==> config.mk <==
export PLATFORM = sky130hd
export DESIGN_NAME = ir_fetch_sequencer_flat
export DESIGN_NICKNAME = d
export VERILOG_FILES = /design/src/rtl/ir_fetch_sequencer_pkg.sv /design/src/rtl/ir_fetch_sequencer_if.sv /design/src/rtl/ir_fetch_sequencer.sv /design/src/flat_wrapper.sv
export SDC_FILE = /design/constraint.sdc
export NUM_CORES = 1
export LEC_CHECK = 0
export CAP_MARGIN = 30
export CORE_AREA = 2 2 39 41
export CTS_CLUSTER_DIAMETER = 60
export DETAILED_ROUTE_END_ITERATION = 10
export DIE_AREA = 0 0 41 43
export GPL_TIMING_DRIVEN = 0
export PLACE_DENSITY_LB_ADDON = 0.3
export SLEW_MARGIN = 40
export SYNTH_ARGS = -nofsm -noshare
export SYNTH_HDL_FRONTEND = slang
export SYNTH_SLANG_ARGS = --single-unit
==> constraint.sdc <==
create_clock -name clk -period 4 [get_ports clk]
set_clock_uncertainty 0.2 [all_clocks]
set_input_delay 0.6 -clock clk [delete_from_list [all_inputs] [get_ports clk]]
set_output_delay 0.6 -clock clk [all_outputs]
set_load 0.05 [all_outputs]
==> src/rtl/ir_fetch_sequencer_pkg.sv <==
// Shared types for the SAYEH fetch/issue sequencer: FSM state encoding,
// default opcode values and slot-select encodings.
package sayeh_pkg;

    typedef enum logic [2:0] {
        S_IDLE     = 3'd0,
        S_FETCH    = 3'd1,
        S_ISSUE_HI = 3'd2,
        S_WAIT_HI  = 3'd3,
        S_ISSUE_LO = 3'd4,
        S_WAIT_LO  = 3'd5,
        S_NEXT     = 3'd6,
        S_HALTED   = 3'd7
    } state_e;

    localparam logic [3:0] LONG_OPC_DEF = 4'hF;
    localparam logic [7:0] HALT_OPC_DEF = 8'h01;

    localparam logic SLOT_HI = 1'b0;
    localparam logic SLOT_LO = 1'b1;

endpackage

==> src/rtl/ir_fetch_sequencer_if.sv <==
// Handshake bundle between the fetch sequencer (master) and the
// memory / IR / execute environment (slave).
interface ir_fetch_sequencer_if;
    logic        run;
    logic        mem_ack;
    logic [15:0] ir_in;
    logic        exec_done;
    logic        mem_rd;
    logic        ir_load;
    logic        pc_inc;
    logic        exec_start;
    logic        slot_sel;
    logic        long_instr;
    logic        halted;
    logic        busy;

    modport master (
        input  run, mem_ack, ir_in, exec_done,
        output mem_rd, ir_load, pc_inc, exec_start, slot_sel, long_instr, halted, busy
    );

    modport slave (
        output run, mem_ack, ir_in, exec_done,
        input  mem_rd, ir_load, pc_inc, exec_start, slot_sel, long_instr, halted, busy
    );
endinterface

==> src/rtl/ir_fetch_sequencer.sv <==
// SAYEH fetch/issue control FSM: memory read, IR load, slot issue, PC increment.
// Optional build macro SAYEH_SKIP_NOP_EN skips issuing a lower-byte nop (8'h00).
module ir_fetch_sequencer
    import sayeh_pkg::*;
#(
    parameter logic [3:0] LONG_OPC = LONG_OPC_DEF,
    parameter logic [7:0] HALT_OPC = HALT_OPC_DEF
) (
    input  logic                 clk,
    input  logic                 reset_n,
    ir_fetch_sequencer_if.master bus
);

    state_e state, state_n;

    logic is_long, hi_halt, lo_halt, skip_lo;
    logic mem_rd, ir_load, pc_inc, exec_start, slot_sel, long_instr, halted, busy;

    assign is_long = (bus.ir_in[15:12] == LONG_OPC);
    assign hi_halt = !is_long && (bus.ir_in[15:8] == HALT_OPC);
    assign lo_halt = (bus.ir_in[7:0] == HALT_OPC);

`ifdef SAYEH_SKIP_NOP_EN
    assign skip_lo = (bus.ir_in[7:0] == 8'h00);
`else
    assign skip_lo = 1'b0;
`endif

    always_ff @(posedge clk or negedge reset_n) begin
        if (!reset_n) state <= S_IDLE;
        else          state <= state_n;
    end

    // Strobes decode from registered state; ir_load alone also needs mem_ack
    // so the IR captures on the negedge of the ack cycle.
    always_comb begin
        state_n    = state;
        mem_rd     = 1'b0;
        ir_load    = 1'b0;
        pc_inc     = 1'b0;
        exec_start = 1'b0;
        slot_sel   = SLOT_HI;
        long_instr = 1'b0;
        halted     = 1'b0;
        busy       = 1'b1;
        unique case (state)
            S_IDLE: begin
                busy = 1'b0;
                if (bus.run) state_n = S_FETCH;
            end
            S_FETCH: begin
                mem_rd = 1'b1;
                if (bus.mem_ack) begin
                    ir_load = 1'b1;
                    state_n = S_ISSUE_HI;
                end
            end
            S_ISSUE_HI: begin
                exec_start = 1'b1;
                long_instr = is_long;
                state_n    = S_WAIT_HI;
            end
            S_WAIT_HI: begin
                long_instr = is_long;
                if (bus.exec_done) begin
                    if (hi_halt)                state_n = S_HALTED;
                    else if (is_long || skip_lo) state_n = S_NEXT;
                    else                         state_n = S_ISSUE_LO;
                end
            end
            S_ISSUE_LO: begin
                exec_start = 1'b1;
                slot_sel   = SLOT_LO;
                state_n    = S_WAIT_LO;
            end
            S_WAIT_LO: begin
                slot_sel = SLOT_LO;
                if (bus.exec_done) state_n = lo_halt ? S_HALTED : S_NEXT;
            end
            // run is sampled here so a mid-word stop never loses the pc_inc
            S_NEXT: begin
                pc_inc  = 1'b1;
                state_n = bus.run ? S_FETCH : S_IDLE;
            end
            S_HALTED: begin
                halted = 1'b1;
                busy   = 1'b0;
            end
            default: state_n = S_IDLE;
        endcase
    end

    assign bus.mem_rd     = mem_rd;
    assign bus.ir_load    = ir_load;
    assign bus.pc_inc     = pc_inc;
    assign bus.exec_start = exec_start;
    assign bus.slot_sel   = slot_sel;
    assign bus.long_instr = long_instr;
    assign bus.halted     = halted;
    assign bus.busy       = busy;

endmodule

==> src/flat_wrapper.sv <==
// flat-port wrapper written by rule: the top's interface ports become plain ports
module ir_fetch_sequencer_flat import sayeh_pkg::*;
#(
    parameter logic [3:0] LONG_OPC = LONG_OPC_DEF,
    parameter logic [7:0] HALT_OPC = HALT_OPC_DEF
)
  (clk, reset_n, bus_run, bus_mem_ack, bus_ir_in, bus_exec_done, bus_mem_rd, bus_ir_load, bus_pc_inc, bus_exec_start, bus_slot_sel, bus_long_instr, bus_halted, bus_busy);
  ir_fetch_sequencer_if bus_i ();
  input  logic clk;
  input  logic reset_n;
  input wire logic [$bits(bus_i.run)-1:0] bus_run;
  input wire logic [$bits(bus_i.mem_ack)-1:0] bus_mem_ack;
  input wire logic [$bits(bus_i.ir_in)-1:0] bus_ir_in;
  input wire logic [$bits(bus_i.exec_done)-1:0] bus_exec_done;
  output wire logic [$bits(bus_i.mem_rd)-1:0] bus_mem_rd;
  output wire logic [$bits(bus_i.ir_load)-1:0] bus_ir_load;
  output wire logic [$bits(bus_i.pc_inc)-1:0] bus_pc_inc;
  output wire logic [$bits(bus_i.exec_start)-1:0] bus_exec_start;
  output wire logic [$bits(bus_i.slot_sel)-1:0] bus_slot_sel;
  output wire logic [$bits(bus_i.long_instr)-1:0] bus_long_instr;
  output wire logic [$bits(bus_i.halted)-1:0] bus_halted;
  output wire logic [$bits(bus_i.busy)-1:0] bus_busy;
  assign bus_i.run = bus_run;
  assign bus_i.mem_ack = bus_mem_ack;
  assign bus_i.ir_in = bus_ir_in;
  assign bus_i.exec_done = bus_exec_done;
  assign bus_mem_rd = bus_i.mem_rd;
  assign bus_ir_load = bus_i.ir_load;
  assign bus_pc_inc = bus_i.pc_inc;
  assign bus_exec_start = bus_i.exec_start;
  assign bus_slot_sel = bus_i.slot_sel;
  assign bus_long_instr = bus_i.long_instr;
  assign bus_halted = bus_i.halted;
  assign bus_busy = bus_i.busy;
  ir_fetch_sequencer #(.LONG_OPC(LONG_OPC), .HALT_OPC(HALT_OPC)) u_core (.clk(clk), .reset_n(reset_n), .bus(bus_i));
endmodule
==> flow_summary.yaml, run 1 <==
status:
  outcome: "finished, final reports clean"
timing:
  final-hold-violation-count: 0
  rsz0062_at_grt: "false"
  tightest_slew_ns: 0.4990
  max-slew-margin-rel_pct: 66.63
  setup_viol: 0
  fin_crit_ns: 3.046
  finalCritPeriodShare_pct: 76.14
  drv_slew: 0
  fmax_mhz: 328.3
  finalSetupTns_ns: 0
critical_path:
  crit_type: "reg -> out"
  cp-start-kind: "flip-flop"
  crit_fanout: 10
  cp-end-kind: "output port"
  worst_ep_arrival_time_ns: 2.25
  crit_required_ns: 3.20
  ff2ff_path_depth: 5
clock_tree:
  clock_latency_ns: 0.24
  cts_setup_buffers: 0
  cts.sink_count: 3
  cts_tree: "yes"
  postCtsHoldBufs: 0
  htreeDepth: 1
  cts.reportedPaths.clkPinSlew_ns: 0.04
  clockBufferDepth: 2
  cts_inserted_buffers: 3
  root_buffer: "clkbuf_4"
  cts-resized-gates: 0
die:
  die_area_sq_um: 1763
  std_cell_rows: 14
  core_sq_um: 1384
  die_w_um: 41
  start_util_pct: 23.42
  ios: 29
  chipHeight_um: 43
grt:
  antenna_found_initial: 0
  grt_pass1_vias: 416
  track_usage_pct: 12.45
  grt_pass1_wl_um: 1524
  grt_max_degree: 11
  globalRouteOverflowTotal: 0
place:
  dp_cells: 85
  port_buffers: 28
  hpwl_um: 809.8
  gp_congestion: 0.6870
routing:
  top_layer_used: "met4"
  avgViaCountPerCell: 4.910
  dr_wl_met2_um: 458
  ant_nets: 0
  wl_met3_um: 114
  wl_met1_um: 407
  first_iter_violations: 3
  wl_um: 1005
  drc_errors: 0
  wl_per_cell_um: 11.29
  vias: 437
  drt_pre_antenna_iters: 4
synthesis:
  ys_ff_latch: 3
  synth_compound_area_share_pct: 20.46
  postSynthCellCount: 41
  muxShareOfSynthArea_pct: 3.089
  yosysWarningCount: 0
  async_flop_share_pct: 100.0
  synthAdderAreaFrac_pct: 0
  synth_top_family_by_area: "simple AND/OR/NAND/NOR gates"
  ys_seq_area_share_pct: 23.17
  avgSynthCellArea_sq_um: 7.904
  ys_dominant_reg_cell: "dfrtp_1"
  synth_edf_count: 0
  synth_area_sq_um: 324.1
  synthesis.nets: 62
  synth_xor_area_share_pct: 2.703
  synth_cell_types: 27
  synth_simple_gate_area_share_pct: 43.63
final_layout:
  seqCellArea_sq_um: 75.07
  diodes: 0
  area_growth_pct: 100.8
  drive_gt1_share_pct: 5.479
  num-fill-cells: 142
  reg_top3: "u_core.state (3)"
  largest_register_ffs: 3
  top_register: "u_core.state"
  multi_input_area_sq_um: 226.5
  nets: 95
  stdcell_count: 89
power:
  vdd_drop_max_mv: 0.4679
  p_per_area_nw_per_um2: 727.5
  p_total_w: 0.0004733
  p_leak_nw: 0.2543
run:
  maxCapViolations: 0
worst_hold_path:
  hold_path_class: "in -> async"
[worst max-delay path, cell delays in order, from the launching register on]
cell and delay [ns]:
dfrtp_1 0.32, clkbuf_1 0.25, clkbuf_1 0.37, nor3b_1 0.23, clkdlybuf4s50_1 0.83
[cells by family (layout without fill, tap and decap cells)]
| logic type | count (synthesis) | count (layout) |
|---|---|---|
| and+or+nand+nor | 21 | 21 |
| AOI/OAI and AO/OA | 9 | 9 |
| buffers and inverters | 6 | 38 |
| DFF | 3 | 3 |
| xor gates and xnor gates | 1 | 1 |
| muxes | 1 | 1 |
[report_power, final]
group / internal, W / switching [W] / total [W]
clock: 0.0000374 / 0.0000162 / 0.0000536
combinational: 0.000142 / 0.000220 / 0.000362
sequential: 0.0000462 / 0.0000112 / 0.0000574
total: 0.000226 / 0.000247 / 0.000473
[cell usage after synthesis, drive strengths merged (2+ instances only)]
cell type / instances / area (sq um)
nand4: 2 / 12.51
clkbuf: 4 / 15.01
a21oi: 2 / 10.01
nor3b: 2 / 15.01
nor2: 2 / 7.510
inv: 2 / 7.510
nor3: 3 / 15.01
nand3b: 2 / 15.01
dfrtp: 3 / 75.07
a21o: 2 / 15.01
[final cells by class]
cell class / instances / area share, %
Inverter: 2 / 1.154
Tap cell: 16 / 3.077
Timing Repair Buffer: 28 / 43.08
Multi-Input combinational cell: 32 / 34.81
Sequential cell: 3 / 11.54
Clock buffer: 4 / 4.038
Buffer: 4 / 2.308
[per-stage QoR]
| step | setup slack [ns] | hold WS (ns) | utilization [%] | cell area [sq um] |
|---|---|---|---|---|
| after floorplan | 0.8496 | 0.1044 | - | 324.1 |
| after global placement | 0.9647 | 0.5940 | 45.12 | 624.3 |
| after detailed placement | 0.9383 | 0.6012 | 45.12 | 624.3 |
| after CTS | 0.9384 | 0.3546 | 47.02 | 650.6 |
| after global routing | 0.8140 | 0.3622 | 47.02 | 650.6 |
| final | 0.9544 | 0.3505 | 47.02 | 650.6 |
[routing by layer]
metal | vias up | GRT usage [%]
li1 | 220 | -
met1 | 191 | 14.79
met2 | 22 | 19.38
met3 | 4 | 2.094
met4 | 0 | 8.000
met5 | - | 0
[worst paths after layout]
kind,start,to,slack (ns)
hold reg to reg,u_core.state[0]$_DFFE_PN0P_,u_core.state[2]$_DFFE_PN0P_,0.62
setup reg to reg,u_core.state[2]$_DFFE_PN0P_,u_core.state[1]$_DFFE_PN0P_,2.41
setup / recovery,u_core.state[1]$_DFFE_PN0P_,bus_long_instr,0.95
hold / removal,reset_n,u_core.state[0]$_DFFE_PN0P_,0.35
min in group clk,u_core.state[0]$_DFFE_PN0P_,u_core.state[2]$_DFFE_PN0P_,0.62
max in group asynchronous,reset_n,u_core.state[1]$_DFFE_PN0P_,3.10
[cell usage in the layout, fill, tap and decap left out, drive strengths merged, types with 2 or more instances in the layout]
cell / instances
clkdlybuf4s50: 28
clkbuf: 8
nor3: 3
dfrtp: 3
inv: 2
nor2: 2
nand4: 2
nor3b: 2
nand3b: 2
a21o: 2
a21oi: 2
No activity file was read; power rests on OpenSTA's default activity.
==> inputs of run 2 (changes only) <==
==> constraint.sdc (replaced) <==
create_clock -name clk -period 3 [get_ports clk]
set_clock_uncertainty 0.2 [all_clocks]
set_input_delay 0.45 -clock clk [delete_from_list [all_inputs] [get_ports clk]]
set_output_delay 0.45 -clock clk [all_outputs]
set_load 0.05 [all_outputs]
==> flow_summary.yaml, run 2 (synthesis gave the netlist of run 1 again) <==
grt:
  use_met3_pct: 3.665
  use_met1_pct: 15.16
  grt_util_met2_pct: 23.13
  grt_max_degree: 11
  grt_pass1_vias: 442
  globalRouteOverflowTotal: 0
  grt.busiest_layer: "met2"
  track_usage_pct: 13.47
  antenna_found_initial: 0
  grt_pass1_wl_um: 1656
timing:
  max-slew-margin-rel_pct: 65.83
  hold_ws_ns: 0.2015
  setup_viol: 0
  finalCritPeriodShare_pct: 92.90
  fin_crit_ns: 2.787
  finalSetupTns_ns: 0
  rsz0062_at_grt: "false"
  fin_ws_ns: 0.2130
  final-hold-violation-count: 0
  drv_slew: 0
  fmax_mhz: 358.8
  tightest_slew_ns: 0.5118
die:
  die_area_sq_um: 1763
  chipHeight_um: 43
  die_w_um: 41
  core_sq_um: 1384
  std_cell_rows: 14
  start_util_pct: 23.42
  ios: 29
place:
  hpwl_um: 829.4
  dpl_worst_slack_ns: 0.2260
  port_buffers: 28
  gp_congestion: 0.6976
  place_area_sq_um: 629.4
clock_tree:
  cts_tree: "yes"
  cts.sink_count: 3
  cts_inserted_buffers: 3
  root_buffer: "clkbuf_4"
  htreeDepth: 1
  clockBufferDepth: 2
  clock_latency_ns: 0.23
  cts.reportedPaths.clkPinSlew_ns: 0.04
  postCtsHoldBufs: 0
routing:
  wl_um: 1011
  avgViaCountPerCell: 4.775
  drc_errors: 0
  wl_per_cell_um: 11.36
  ant_nets: 0
  first_iter_violations: 5
  drt_pre_antenna_iters: 3
  vias: 425
final_layout:
  area_growth_pct: 105.4
  nets: 95
  drive_gt1_share_pct: 6.849
  reg_top3: "u_core.state (3)"
  finalInstanceArea_sq_um: 665.6
  diodes: 0
  top_register: "u_core.state"
  final_cell_mix: "24 x clkdlybuf4s50_1, 5 x clkbuf_1, 4 x dlymetal6s2s_1"
  final_common_cell: "clkdlybuf4s50_1"
  largest_register_ffs: 3
power:
  seqPwrFrac_pct: 12.0
  vdd_drop_max_mv: 0.4962
  clkPwrFrac_pct: 10.9
  switchingPower_w: 0.0003321
  p_leak_nw: 0.3099
  p_sw_share_pct: 52.47
  p_per_area_nw_per_um2: 950.8
  power_frac_comb_pct: 77.1
  p_int_w: 0.0003008
worst_hold_path:
  hold_path_class: "in -> async"
critical_path:
  crit_type: "reg -> out"
  crit_fanout: 10
  ff2ff_path_depth: 5
  cp-start-kind: "flip-flop"
  reg2reg_setup_slack_ns: 1.39
  r2r-end: "u_core.state[1]$_DFFE_PN0P_"
  worstReg2RegStart: "u_core.state[2]$_DFFE_PN0P_"
  cp-end-kind: "output port"
  worst_ep_arrival_time_ns: 2.14
  crit_required_ns: 2.35
run:
  maxCapViolations: 0
status:
  outcome: "finished, final reports clean"
==> run 2: cell count changes in the layout (fill, tap and decap cells not counted), sizes merged <==
| cell | previous run | this run |
|---|---|---|
| clkdlybuf4s50 | 28 | 24 |
| dlymetal6s2s | 0 | 4 |
==> run 2: per-layer routing <==
layer	part of all wire [%]	up-vias
met5	0	-
met4	0	0
met3	9.3	0
met2	53	14
met1	38	192
li1	-	219
==> run 2: what timing repair did <==
item | in CTS | in global routing
endpoints found under the setup margin | 0 | 4
setup buffers | 0 | 0
endpoints found under the hold margin | 0 | 0
resized for setup | 0 | 4
==> run 2: area by class of cell <==
class | instances | area [sq um]
flip-flops and latches | 3 | 75.07
well taps | 16 | 20.02
repair buffers | 28 | 290.3
clock buffers | 4 | 26.28
multi-input cells | 32 | 231.5
plain buffers | 4 | 15.01
fillers | 141 | 718.2
inverters | 2 | 7.507
==> run 2: worst max path at each step <==
| stage | startpoint | end | slack [ns] |
|---|---|---|---|
| 6_report | u_core.state[0]$_DFFE_PN0P_ | bus_ir_load | 0.21 |
| 5_1_grt | u_core.state[0]$_DFFE_PN0P_ | bus_ir_load | 0.07 |
| 4_1_cts | u_core.state[1]$_DFFE_PN0P_ | bus_long_instr | 0.06 |
| 3_5_place_dp | bus_ir_in[15] | bus_long_instr | 0.23 |
| 3_3_place_gp | bus_ir_in[14] | bus_long_instr | 0.26 |
| 2_1_floorplan | u_core.state[1]$_DFFE_PN0P_ | bus_long_instr | 0.33 |
==> run 2: power by group through the flow <==
stage / registers [W] / clock network [W] / logic [W]
after floorplan: 0.0000722 / 0 / 0.000348
after global placement: 0.0000756 / 0 / 0.000489
after detailed placement: 0.0000769 / 0 / 0.000491
after CTS: 0.0000761 / 0.0000714 / 0.000496
after global routing: 0.0000782 / 0.0000758 / 0.000525
final: 0.0000759 / 0.0000690 / 0.000488
==> run 2: through the flow <==
step / power, W / utilization (%) / instances
4_1_cts: 0.0006433 / 47.38 / 89
3_5_place_dp: 0.0005683 / 45.48 / 85
5_1_grt: 0.0006784 / 48.10 / 89
6_report: 0.0006329 / 48.10 / 89
2_1_floorplan: 0.0004205 / - / 41
3_3_place_gp: 0.0005651 / 45.48 / 85
==> run 2: critical path, cell delays in order, from the launching register on <==
cell,delay [ns]
dfrtp_1,0.33
clkbuf_1,0.30
inv_1,0.14
nor3_2,0.19
and2_1,0.15
clkdlybuf4s50_1,0.79
==> inputs of run 3 (changes only) <==
==> constraint.sdc (replaced) <==
create_clock -name clk -period 3 [get_ports clk]
set_clock_uncertainty 0.2 [all_clocks]
set_input_delay 0.45 -clock clk [delete_from_list [all_inputs] [get_ports clk]]
set_output_delay 0.45 -clock clk [all_outputs]
set_load 0.005 [all_outputs]
==> results of run 3 <==
The final DEF is identical to that of run 1. Status: finished, final reports clean.
Main changes from that run: setup slack after placement 0.9383 ns -> 0.5400 ns; setup slack after layout 0.9544 ns -> 0.4066 ns; hold slack 0.3505 ns -> 0.2005 ns; register-to-register setup slack 2.41 ns -> 1.41 ns; total power 0.0004733 W -> 0.0004793 W; worst IR drop on VDD 0.4679 mV -> 0.4249 mV
